--- src/rtl/key_calc_pkg.sv ---
// key_calc_pkg: shared constants and helpers for the keyboard calculator.
//   - PS/2 set-2 scancodes for digits, operators, Enter and Esc
//   - controller state and operator encodings
//   - RES_W: width of the binary result fed to the BCD converter
//   - decode_digit / bin7_to_bcd helpers
package key_calc_pkg;

  localparam int RES_W = 14;

  localparam logic [7:0] SC_D0    = 8'h45;
  localparam logic [7:0] SC_D1    = 8'h16;
  localparam logic [7:0] SC_D2    = 8'h1E;
  localparam logic [7:0] SC_D3    = 8'h26;
  localparam logic [7:0] SC_D4    = 8'h25;
  localparam logic [7:0] SC_D5    = 8'h2E;
  localparam logic [7:0] SC_D6    = 8'h36;
  localparam logic [7:0] SC_D7    = 8'h3D;
  localparam logic [7:0] SC_D8    = 8'h3E;
  localparam logic [7:0] SC_D9    = 8'h46;
  localparam logic [7:0] SC_ADD   = 8'h1C;
  localparam logic [7:0] SC_SUB   = 8'h1B;
  localparam logic [7:0] SC_MUL   = 8'h3A;
  localparam logic [7:0] SC_ENTER = 8'h5A;
  localparam logic [7:0] SC_ESC   = 8'h76;

  typedef enum logic [1:0] {S_OPA, S_OPB, S_CONV, S_RESULT} state_t;
  typedef enum logic [1:0] {OP_ADD, OP_SUB, OP_MUL} op_t;

  // Returns {is_digit, value}.
  function automatic logic [4:0] decode_digit(input logic [7:0] sc);
    case (sc)
      SC_D0:   return {1'b1, 4'd0};
      SC_D1:   return {1'b1, 4'd1};
      SC_D2:   return {1'b1, 4'd2};
      SC_D3:   return {1'b1, 4'd3};
      SC_D4:   return {1'b1, 4'd4};
      SC_D5:   return {1'b1, 4'd5};
      SC_D6:   return {1'b1, 4'd6};
      SC_D7:   return {1'b1, 4'd7};
      SC_D8:   return {1'b1, 4'd8};
      SC_D9:   return {1'b1, 4'd9};
      default: return 5'd0;
    endcase
  endfunction

  // Combinational double-dabble for operands (0..99): returns {tens, ones}.
  function automatic logic [7:0] bin7_to_bcd(input logic [6:0] v);
    logic [14:0] sh;
    sh = {8'd0, v};
    for (int i = 0; i < 7; i++) begin
      if (sh[10:7] >= 4'd5) sh[10:7] = sh[10:7] + 4'd3;
      if (sh[14:11] >= 4'd5) sh[14:11] = sh[14:11] + 4'd3;
      sh = sh << 1;
    end
    return sh[14:7];
  endfunction

endpackage

--- src/rtl/key_calc_ctrl_bin2bcd.sv ---
// bin2bcd_seq: sequential shift-and-add-3 binary to BCD converter.
//   clk, rst   : clock, asynchronous active-high reset
//   i_start    : one-cycle pulse, samples i_bin
//   i_bin      : RES_W-bit binary input
//   o_bcd      : 4 BCD digits (valid once o_done is seen)
//   o_last     : high in the cycle whose clock edge performs the final shift
//   o_done     : one-cycle pulse, CONV_CYCLES cycles after i_start
module bin2bcd_seq
  import key_calc_pkg::*;
#(
  parameter int CONV_CYCLES = 14
) (
  input  logic             clk,
  input  logic             rst,
  input  logic             i_start,
  input  logic [RES_W-1:0] i_bin,
  output logic [15:0]      o_bcd,
  output logic             o_last,
  output logic             o_done
);

  localparam int SH_W  = 16 + RES_W;
  localparam int CNT_W = $clog2(CONV_CYCLES + 1);

  logic [SH_W-1:0]  r_sh;
  logic [CNT_W-1:0] r_cnt;
  logic             r_active;
  logic             r_done;
  logic [SH_W-1:0]  w_adj;

  // Add 3 to every BCD nibble that is 5 or more before the next shift.
  assign w_adj[RES_W-1:0] = r_sh[RES_W-1:0];
  for (genvar gi = 0; gi < 4; gi++) begin : g_add3
    assign w_adj[RES_W+4*gi +: 4] = (r_sh[RES_W+4*gi +: 4] >= 4'd5) ?
                                    r_sh[RES_W+4*gi +: 4] + 4'd3 :
                                    r_sh[RES_W+4*gi +: 4];
  end

  // The load edge also performs the first shift (BCD field is empty then),
  // so the final shift happens CONV_CYCLES-1 edges later.
  always_ff @(posedge clk or posedge rst) begin
    if (rst) begin
      r_sh     <= '0;
      r_cnt    <= '0;
      r_active <= 1'b0;
      r_done   <= 1'b0;
    end else begin
      r_done <= 1'b0;
      if (i_start) begin
        r_sh     <= {16'd0, i_bin} << 1;
        r_cnt    <= CNT_W'(CONV_CYCLES - 1);
        r_active <= 1'b1;
      end else if (r_active) begin
        r_sh  <= w_adj << 1;
        r_cnt <= r_cnt - 1'b1;
        if (r_cnt == CNT_W'(1)) begin
          r_active <= 1'b0;
          r_done   <= 1'b1;
        end
      end
    end
  end

  assign o_bcd  = r_sh[SH_W-1 -: 16];
  assign o_last = r_active && (r_cnt == CNT_W'(1));
  assign o_done = r_done;

endmodule

--- src/rtl/key_calc_ctrl.sv ---
// key_calc_ctrl: two-operand decimal calculator driven by PS/2 key presses,
// with a time-multiplexed 4-digit 7-segment display.
//   clk, rst     : clock, asynchronous active-high reset
//   key_down     : per-scancode pressed map
//   last_change  : latest scancode, bit 8 = extended prefix
//   key_valid    : pulse on each make/break
//   ssd_ctl      : active-low one-hot digit enable, 4'b1111 = blank
//   ssd_bcd      : BCD value of the enabled digit
//   neg          : negative subtraction result (S_RESULT only)
//   busy         : BCD conversion in progress
module key_calc_ctrl
  import key_calc_pkg::*;
#(
  parameter int SCAN_BITS   = 17,
  parameter int CONV_CYCLES = 14
) (
  input  logic         clk,
  input  logic         rst,
  input  logic [511:0] key_down,
  input  logic [8:0]   last_change,
  input  logic         key_valid,
  output logic [3:0]   ssd_ctl,
  output logic [3:0]   ssd_bcd,
  output logic         neg,
  output logic         busy
);

  state_t             r_state;
  op_t                r_op;
  logic [6:0]         r_a, r_b;
  logic [1:0]         r_cnt_a, r_cnt_b;
  logic [RES_W-1:0]   r_res;
  logic               r_res_neg, r_start, r_busy, r_neg;
  logic [SCAN_BITS-1:0] r_scan;
  logic [3:0]         r_ssd_ctl, r_ssd_bcd;

  // Key event decode: only non-extended make codes count.
  logic       w_press;
  logic [7:0] w_sc;
  logic [4:0] w_dig;
  logic       w_is_digit, w_is_op, w_is_enter, w_is_esc;
  op_t        w_op;

  assign w_press    = key_valid && key_down[last_change] && !last_change[8];
  assign w_sc       = last_change[7:0];
  assign w_dig      = decode_digit(w_sc);
  assign w_is_digit = w_press && w_dig[4];
  assign w_is_op    = w_press && (w_sc == SC_ADD || w_sc == SC_SUB || w_sc == SC_MUL);
  assign w_is_enter = w_press && (w_sc == SC_ENTER);
  assign w_is_esc   = w_press && (w_sc == SC_ESC);

  always_comb begin
    w_op = OP_ADD;
    if (w_sc == SC_SUB) w_op = OP_SUB;
    else if (w_sc == SC_MUL) w_op = OP_MUL;
  end

  // Only evaluated while fewer than two digits are held, so the operand is
  // at most 9 and the 7-bit result cannot wrap.
  logic [6:0] w_a_next, w_b_next;
  assign w_a_next = 7'(r_a * 7'd10 + 7'(w_dig[3:0]));
  assign w_b_next = 7'(r_b * 7'd10 + 7'(w_dig[3:0]));

  logic [RES_W-1:0] w_res;
  logic             w_res_neg;
  always_comb begin
    w_res     = RES_W'(r_a) + RES_W'(r_b);
    w_res_neg = 1'b0;
    case (r_op)
      OP_SUB: begin
        w_res_neg = (r_a < r_b);
        w_res     = w_res_neg ? RES_W'(r_b - r_a) : RES_W'(r_a - r_b);
      end
      OP_MUL:  w_res = RES_W'(r_a) * RES_W'(r_b);
      default: w_res = RES_W'(r_a) + RES_W'(r_b);
    endcase
  end

  logic [15:0] w_bcd;
  logic        w_last;
  logic        w_done_unused;

  bin2bcd_seq #(.CONV_CYCLES(CONV_CYCLES)) u_bin2bcd (
    .clk     (clk),
    .rst     (rst),
    .i_start (r_start),
    .i_bin   (r_res),
    .o_bcd   (w_bcd),
    .o_last  (w_last),
    .o_done  (w_done_unused)
  );

  // Leaving S_CONV on the final-shift flag (rather than the done pulse)
  // makes S_RESULT coincide with the first cycle of valid BCD.
  always_ff @(posedge clk or posedge rst) begin
    if (rst) begin
      r_state   <= S_OPA;
      r_op      <= OP_ADD;
      r_a       <= '0;
      r_b       <= '0;
      r_cnt_a   <= '0;
      r_cnt_b   <= '0;
      r_res     <= '0;
      r_res_neg <= 1'b0;
      r_start   <= 1'b0;
      r_busy    <= 1'b0;
      r_neg     <= 1'b0;
    end else begin
      r_start <= 1'b0;
      if (w_is_esc && r_state != S_CONV) begin
        r_state   <= S_OPA;
        r_op      <= OP_ADD;
        r_a       <= '0;
        r_b       <= '0;
        r_cnt_a   <= '0;
        r_cnt_b   <= '0;
        r_res     <= '0;
        r_res_neg <= 1'b0;
        r_busy    <= 1'b0;
        r_neg     <= 1'b0;
      end else begin
        case (r_state)
          S_OPA: begin
            if (w_is_digit && r_cnt_a < 2'd2) begin
              r_a     <= w_a_next;
              r_cnt_a <= r_cnt_a + 2'd1;
            end else if (w_is_op && r_cnt_a != 2'd0) begin
              r_op    <= w_op;
              r_state <= S_OPB;
            end
          end
          S_OPB: begin
            if (w_is_digit && r_cnt_b < 2'd2) begin
              r_b     <= w_b_next;
              r_cnt_b <= r_cnt_b + 2'd1;
            end else if (w_is_op) begin
              r_op <= w_op;
            end else if (w_is_enter && r_cnt_b != 2'd0) begin
              r_res     <= w_res;
              r_res_neg <= w_res_neg;
              r_start   <= 1'b1;
              r_busy    <= 1'b1;
              r_state   <= S_CONV;
            end
          end
          S_CONV: begin
            if (w_last) begin
              r_busy  <= 1'b0;
              r_neg   <= r_res_neg;
              r_state <= S_RESULT;
            end
          end
          default: begin
            if (w_is_digit) begin
              r_a     <= 7'(w_dig[3:0]);
              r_cnt_a <= 2'd1;
              r_b     <= '0;
              r_cnt_b <= '0;
              r_neg   <= 1'b0;
              r_state <= S_OPA;
            end else if (w_is_op && !r_res_neg && r_res <= RES_W'(99)) begin
              // Chain: the previous result becomes operand A.
              r_a     <= 7'(r_res);
              r_cnt_a <= 2'd2;
              r_b     <= '0;
              r_cnt_b <= '0;
              r_op    <= w_op;
              r_neg   <= 1'b0;
              r_state <= S_OPB;
            end
          end
        endcase
      end
    end
  end

  // Display content and leading-zero blanking.
  logic [7:0]  w_a_bcd, w_b_bcd;
  logic [15:0] w_digits;
  logic [3:0]  w_show, w_res_show;
  logic [1:0]  w_idx;

  assign w_a_bcd = bin7_to_bcd(r_a);
  assign w_b_bcd = bin7_to_bcd(r_b);

  // A result digit is lit when it or any more-significant digit is nonzero.
  assign w_res_show[0] = 1'b1;
  for (genvar gi = 1; gi < 4; gi++) begin : g_res_blank
    assign w_res_show[gi] = |w_bcd[15:4*gi];
  end

  always_comb begin
    w_digits = 16'h0000;
    w_show   = 4'b0001;
    case (r_state)
      S_OPA: begin
        w_digits = {8'h00, w_a_bcd};
        w_show   = {2'b00, (w_a_bcd[7:4] != 4'd0), 1'b1};
      end
      S_OPB, S_CONV: begin
        w_digits = {8'h00, w_b_bcd};
        w_show   = {2'b00, (w_b_bcd[7:4] != 4'd0), 1'b1};
      end
      default: begin
        w_digits = w_bcd;
        w_show   = w_res_show;
      end
    endcase
  end

  assign w_idx = r_scan[SCAN_BITS-1 -: 2];

  always_ff @(posedge clk or posedge rst) begin
    if (rst) begin
      r_scan    <= '0;
      r_ssd_ctl <= 4'b1110;
      r_ssd_bcd <= 4'd0;
    end else begin
      r_scan    <= r_scan + 1'b1;
      r_ssd_ctl <= w_show[w_idx] ? ~(4'b0001 << w_idx) : 4'b1111;
      r_ssd_bcd <= w_show[w_idx] ? w_digits[{w_idx, 2'b00} +: 4] : 4'd0;
    end
  end

  assign ssd_ctl = r_ssd_ctl;
  assign ssd_bcd = r_ssd_bcd;
  assign neg     = r_neg;
  assign busy    = r_busy;

endmodule

--- config.mk ---
export PLATFORM = sky130hd
export DESIGN_NAME = key_calc_ctrl
export DESIGN_NICKNAME = d
export VERILOG_FILES = /design/src/rtl/key_calc_pkg.sv /design/src/rtl/key_calc_ctrl_bin2bcd.sv /design/src/rtl/key_calc_ctrl.sv
export SDC_FILE = /design/constraint.sdc
export NUM_CORES = 1
export LEC_CHECK = 0
export CAP_MARGIN = 20
export CORE_ASPECT_RATIO = 0.75
export CORE_UTILIZATION = 30
export CTS_CLUSTER_SIZE = 10
export DETAILED_ROUTE_END_ITERATION = 12
export GPL_TIMING_DRIVEN = 0
export SYNTH_ARGS = -nofsm -noshare
export SYNTH_HDL_FRONTEND = slang
export SYNTH_HIERARCHICAL = 1
export SYNTH_SLANG_ARGS = --single-unit
--- constraint.sdc ---
create_clock -name clk -period 11.9 [get_ports clk]
set_input_delay 2.38 -clock clk [delete_from_list [all_inputs] [get_ports clk]]
set_output_delay 2.38 -clock clk [all_outputs]
set_load 0.1 [all_outputs]
Yosys cells after proc, flatten, opt, wreduce, memory -nomap -nowiden
Cells that the tools add are included.
{"block": "totals", "reg_bits": 100, "input_bits": 524, "elab_cells": 283}
{"block": "op_classes", "n_addsub": 35, "n_mul": 3, "order_cmp": 32, "n_eq_ne": 37, "shifts": 2, "n_mux": 111, "n_bitwise": 1, "n_reduce_logical": 45}
{"operator": "4-bit by 3-bit >= comparator with 1-bit output (second input constant)", "count": 22}
{"operator": "14-bit 2-to-1 mux", "count": 6}
{"operator": "4-bit 2-to-1 mux", "count": 17}
{"operator": "30-bit 2-to-1 mux", "count": 2}
{"operator": "8-bit by 6-bit equality test with 1-bit output (second input constant)", "count": 7}
{"operator": "7-bit 2-to-1 mux", "count": 8}
{"operator": "4-bit by 2-bit adder with 4-bit output (second input constant)", "count": 13}
{"operator": "2-bit 2-to-1 mux", "count": 26}
{"operator": "5-bit case mux with 10 select lines", "count": 1}
{"operator": "3-bit 2-to-1 mux", "count": 13}
{"operator": "8-bit by 5-bit equality test with 1-bit output (second input constant)", "count": 4}
{"operator": "8-bit by 7-bit equality test with 1-bit output (second input constant)", "count": 4}
{"operator": "16-bit case mux with 2 select lines", "count": 1}
{"operator": "14-bit case mux with 2 select lines", "count": 1}
{"operator": "7-bit case mux with 2 select lines", "count": 2}
{"operator": "3-bit by 2-bit adder with 3-bit output (second input constant)", "count": 9}
{"operator": "1-bit 2-to-1 mux", "count": 25}
{"operator": "3-bit != test (second input constant)", "count": 8}
{"operator": "4-bit nonzero test", "count": 6}
{"operator": "17-bit by 1-bit adder with 17-bit output (second input constant)", "count": 1}
{"operator": "16-bit by 5-bit variable part select with 4-bit output", "count": 1}
{"operator": "7-bit by 7-bit subtractor with 8-bit output", "count": 2}
{"operator": "7-bit by 4-bit adder with 7-bit output", "count": 2}
{"operator": "14-bit by 7-bit less-or-equal comparator with 1-bit output (second input constant)", "count": 1}
{"operator": "other kinds (43)", "count": 84}

Longest topological paths before layout
{"block": "logic_depth", "word_depth": 17, "ltp_mapped": 24, "mapped_depth_nobuf": 23}

Hierarchy
Netlist, hierarchy kept.
{"mod": "key_calc_ctrl", "instances": 1, "cells_per_inst": 1102, "area_each_um2": 9698.1}
{"mod": "bin2bcd_seq", "instances": 1, "cells_per_inst": 209, "area_each_um2": 2005.7}

Worst setup path after synthesis
OpenSTA, ideal clock, no wires.
{"block": "synth_path", "path_type": "input-to-reg", "start": "in last_change[0]", "end": "reg r_a[1]", "arrival_time_ns": 5.112, "setup_slack_ns": 6.668, "path_stages": 11, "path_buffers": 2, "cell_sequence": "buf_4 buf_6 and2b_1 mux2i_1 nor4_1 or2_2 o21ai_0 a2111oi_4 a21oi_1 a32o_1 a31o_2"}
{"block": "synth_between", "elab_chain_len": 9, "word_cells_on_any_way": 37, "classes_between": "add/sub (1); eq/ne (16); mux (7); reduce/logical (13)"}
{"element": "start, declared", "line": "key_calc_ctrl.sv:20", "source": "input logic [8:0] last_change,"}
{"element": "1-bit binary-select mux with 9-bit select", "line": "key_calc_ctrl.sv:44", "source": "assign w_press = key_valid && key_down[last_change] && !last_change[8];"}
{"element": "1-bit 2-to-1 mux (not written as such)", "line": "key_calc_ctrl.sv:44"}
{"element": "1-bit logical AND (2 in series)", "line": "key_calc_ctrl.sv:44"}
{"element": "1-bit logical AND", "line": "key_calc_ctrl.sv:48", "source": "assign w_is_op = w_press && (w_sc == SC_ADD || w_sc == SC_SUB || w_sc == SC_MUL);"}
{"element": "1-bit logical AND (2 in series)", "line": "key_calc_ctrl.sv:161", "source": "end else if (w_is_op && !r_res_neg && r_res <= RES_W'(99)) begin"}
{"element": "4-bit nonzero test (no source line)"}
{"element": "3-bit AND reduction (no source line)"}
{"element": "end signal, assigned", "line": "key_calc_ctrl.sv:125", "source": "r_a <= w_a_next;"}
{"element": "end signal, assigned", "line": "key_calc_ctrl.sv:155", "source": "r_a <= 7'(w_dig[3:0]);"}
{"element": "end signal, assigned", "line": "key_calc_ctrl.sv:163", "source": "r_a <= 7'(r_res);"}
{"element": "end, declared", "line": "key_calc_ctrl.sv:30", "source": "logic [6:0] r_a, r_b;"}
Several ways; a longest one is shown, not always the timed one. The select of a mux whose other input is x is not followed.
A chain may end at the register's enable or synchronous reset.

Worst setup path in the final report
{"block": "layout_path", "start": "in last_change[3]", "end": "reg r_cnt_b[0]"}
{"block": "layout_between", "elab_chain_len": 9, "word_cells_on_any_way": 35, "classes_between": "eq/ne (16); mux (6); reduce/logical (13)"}
{"element": "1-bit binary-select mux with 9-bit select", "line": "key_calc_ctrl.sv:44"}
{"element": "1-bit 2-to-1 mux (not written as such)", "line": "key_calc_ctrl.sv:44"}
{"element": "1-bit logical AND (2 in series)", "line": "key_calc_ctrl.sv:44"}
{"element": "1-bit logical AND", "line": "key_calc_ctrl.sv:48"}
{"element": "1-bit logical AND (2 in series)", "line": "key_calc_ctrl.sv:161"}
{"element": "4-bit nonzero test (no source line)"}
{"element": "3-bit AND reduction (no source line)"}
{"element": "end signal, assigned", "line": "key_calc_ctrl.sv:135", "source": "r_cnt_b <= r_cnt_b + 2'd1;"}
{"element": "end, declared", "line": "key_calc_ctrl.sv:31", "source": "logic [1:0] r_cnt_a, r_cnt_b;"}
Several ways; a longest one is shown, not always the timed one. The select of a mux whose other input is x is not followed.

==> flow_summary.json <==
{
  "outcome": "finished, final reports clean",
  "fin_ws_ns": 5.88,
  "post-cts-setup-buffers": 0,
  "drc": 0,
  "cts-root-buf": "clkbuf_16",
  "dieArea_um2": 39700,
  "clockBufferDepth": 2,
  "vdd_drop_max_v": 0.0000782,
  "final_area_um2": 15400,
  "hold-worst-slack_ns": 0.456,
  "cap_violations": 0,
  "ant_nets": 0,
  "num_rows": 62,
  "placed_area_um2": 15100,
  "setup_viol": 0,
  "dp_slack_ns": 5.55,
  "hold_viol_final": 0,
  "syn_nets": 1968,
  "insertion_delay_ns": 0.37,
  "reg2reg_slack_ns": 6.18,
  "wire_per_inst_um": 20.8,
  "cp_max_fo": 10,
  "worstPathRequired_ns": 12.21,
  "critPathSlowestCell": "nor4_1",
  "area_growth_syn_to_layout_pct": 32.0,
  "die_w_um": 230,
  "initial_core_util_pct": 30.5,
  "cts_buffers": 9,
  "tritoncts": "yes",
  "avgSynthCellArea_um2": 8.92,
  "met2_usage_pct": 35.6,
  "slowest_delay_ns": 0.69,
  "p_total_w": 0.00141,
  "grt.met3_usage_pct": 3.33,
  "gp_congestion": 0.910,
  "cp-end-kind": "flop",
  "grt_pass1_vias": 11500,
  "synth_cells": 1309,
  "grt_max_degree": 66,
  "worstPathArrival_ns": 6.33,
  "cts.clk_slew.worst_paths_ns": 0.08,
  "crit_type": "in2reg",
  "grt_pass1_wl_mm": 67.4,
  "start_kind": "input pin",
  "grt_util_met1_pct": 29.9,
  "grt_antenna_before_repair": 1,
  "num_vias": 11400,
  "dpl.hpwl_mm": 36.7,
  "hold-path-cell-count": 1,
  "r2r_cells": 17,
  "grt.busiest_layer": "met2",
  "die_h_um": 173,
  "finalCriticalPeriod_ns": 6.02,
  "cts_hold_buf": 0,
  "cts.sinks": 99,
  "rsz0062_at_grt": "no",
  "period_share_pct": 50.6,
  "critPathMostFrequentCell": "buf_4",
  "fin_skew_ns": 0.0143,
  "core_area_um2": 38300,
  "overflow": 0,
  "ctsResizeCount": 0,
  "port_buffers": 274,
  "ios": 534,
  "fin_setup_tns_ns": 0,
  "fin_nets": 2256,
  "finalMaxSlewViolations": 0,
  "vias_per_cell": 5.39,
  "drtIter0Drc": 999,
  "hold_path.class": "reg2reg",
  "p_leak_nw": 6.53,
  "dr.pass1.iters": 5,
  "syn_area_um2": 11700,
  "worstMarginPinSlew_ns": 1.04,
  "drive_above_1_share_pct": 8.86,
  "yosys_warnings": 6,
  "totalWireLength_mm": 43.9,
  "powerDensity_nw_per_um2": 91.4,
  "cp_cell_sequence": "clkdlybuf4s50_1, buf_4, buf_4, clkinv_1, nor2_1, a22oi_1, a311oi_1, and4bb_2, o32ai_4, nand2_1, nor4_1, mux2_2",
  "track_usage_pct": 22.0,
  "max_freq_mhz": 166,
  "slew-limit-headroom_pct": 30.4,
  "h-tree-depth": 3
}
-- cell usage in the layout, fill, tap and decap left out, types with 6 or more instances in the layout --
master	count
clkdlybuf4s50_1	274
inv_1	114
nand2_1	113
ha_1	104
dfrtp_1	96
mux2i_1	92
nor2_1	77
o21ai_0	71
a21oi_1	66
xnor2_1	44
nand3_1	41
mux4_2	40
clkbuf_1	32
fa_1	31
buf_4	30
a22oi_1	30
nor2b_1	26
nand2b_1	22
buf_2	16
a31oi_1	16
xor2_1	16
nor4_1	14
a211oi_1	13
nor3_1	11
o31ai_1	10
mux2_2	10
a22o_1	10
nand4_1	10
a21o_1	10
a221oi_1	9
and3_1	9
clkbuf_16	9
buf_6	6
o21a_1	6
or3_1	6
-- flip-flops by register name, indices dropped and copies added (netlist names), 2 cells and up --
name and count:
r_cnt_b 2, ssd_ctl 4, r_scan 17, r_op 2, r_res 14, r_state 2
r_b 7, u_bin2bcd/r_sh 29, r_a 7, r_cnt_a 2, ssd_bcd 4, u_bin2bcd/r_cnt 4
-- metrics by stage --
step | util, % | instances
CTS | 40.2 | 2114
global route | 40.2 | 2115
finish | 40.2 | 2116
global placement | 39.3 | 2095
floorplan | - | 1309
detailed placement | 39.4 | 2098
-- worst paths after layout --
| check | startpoint | to |
|---|---|---|
| min | r_scan[0]$_DFF_PP0_ | r_scan[0]$_DFF_PP0_ |
| max | last_change[3] | r_cnt_b[0]$_DFFE_PP0P_ |
| max in group asynchronous | rst | r_res[1]$_DFFE_PP0P_ |
| min in group asynchronous | rst | u_bin2bcd/r_sh[25]$_DFFE_PP0P_ |
| min reg2reg | r_scan[0]$_DFF_PP0_ | r_scan[0]$_DFF_PP0_ |
| max reg2reg | r_b[1]$_DFFE_PP0P_ | r_res[11]$_DFFE_PP0P_ |
-- worst max-delay path, delay by kind of cell --
| family | cells | cell delay (ns) |
|---|---|---|
| AND/OR/NAND/NOR | 4 | 1.57 |
| buffers and inverters | 4 | 1.42 |
| AO/OA/AOI/OAI | 3 | 0.65 |
| multiplexers | 1 | 0.29 |
-- layout make-up --
| type | count | area [um^2] |
|---|---|---|
| diodes | 2 | 5.00 |
| plain buffers | 83 | 488 |
| clock buffers | 10 | 229 |
| clock inverters | 6 | 71.3 |
| fillers | 3843 | 22900 |
| inverters | 120 | 455 |
| multi-input cells | 1007 | 8250 |
| flip-flops and latches | 99 | 2480 |
| well taps | 512 | 641 |
| repair buffers | 277 | 2790 |
-- report_power, final --
part	total [W]	switching (W)	leakage [nW]	internal (W)
Sequential	0.000390	0.0000324	1.34	0.000357
Combinational	0.000714	0.000413	5.04	0.000301
Clock	0.000305	0.000139	0.145	0.000166
Total	0.00141	0.000584	6.53	0.000824
-- layer usage --
| layer | share of wire [%] | vias to the layer above |
|---|---|---|
| li1 | - | 5303 |
| met1 | 45 | 5652 |
| met2 | 46 | 410 |
| met3 | 5.6 | 46 |
| met4 | 3.2 | 0 |
| met5 | 0 | - |
(Power assumes the default switching activity.)
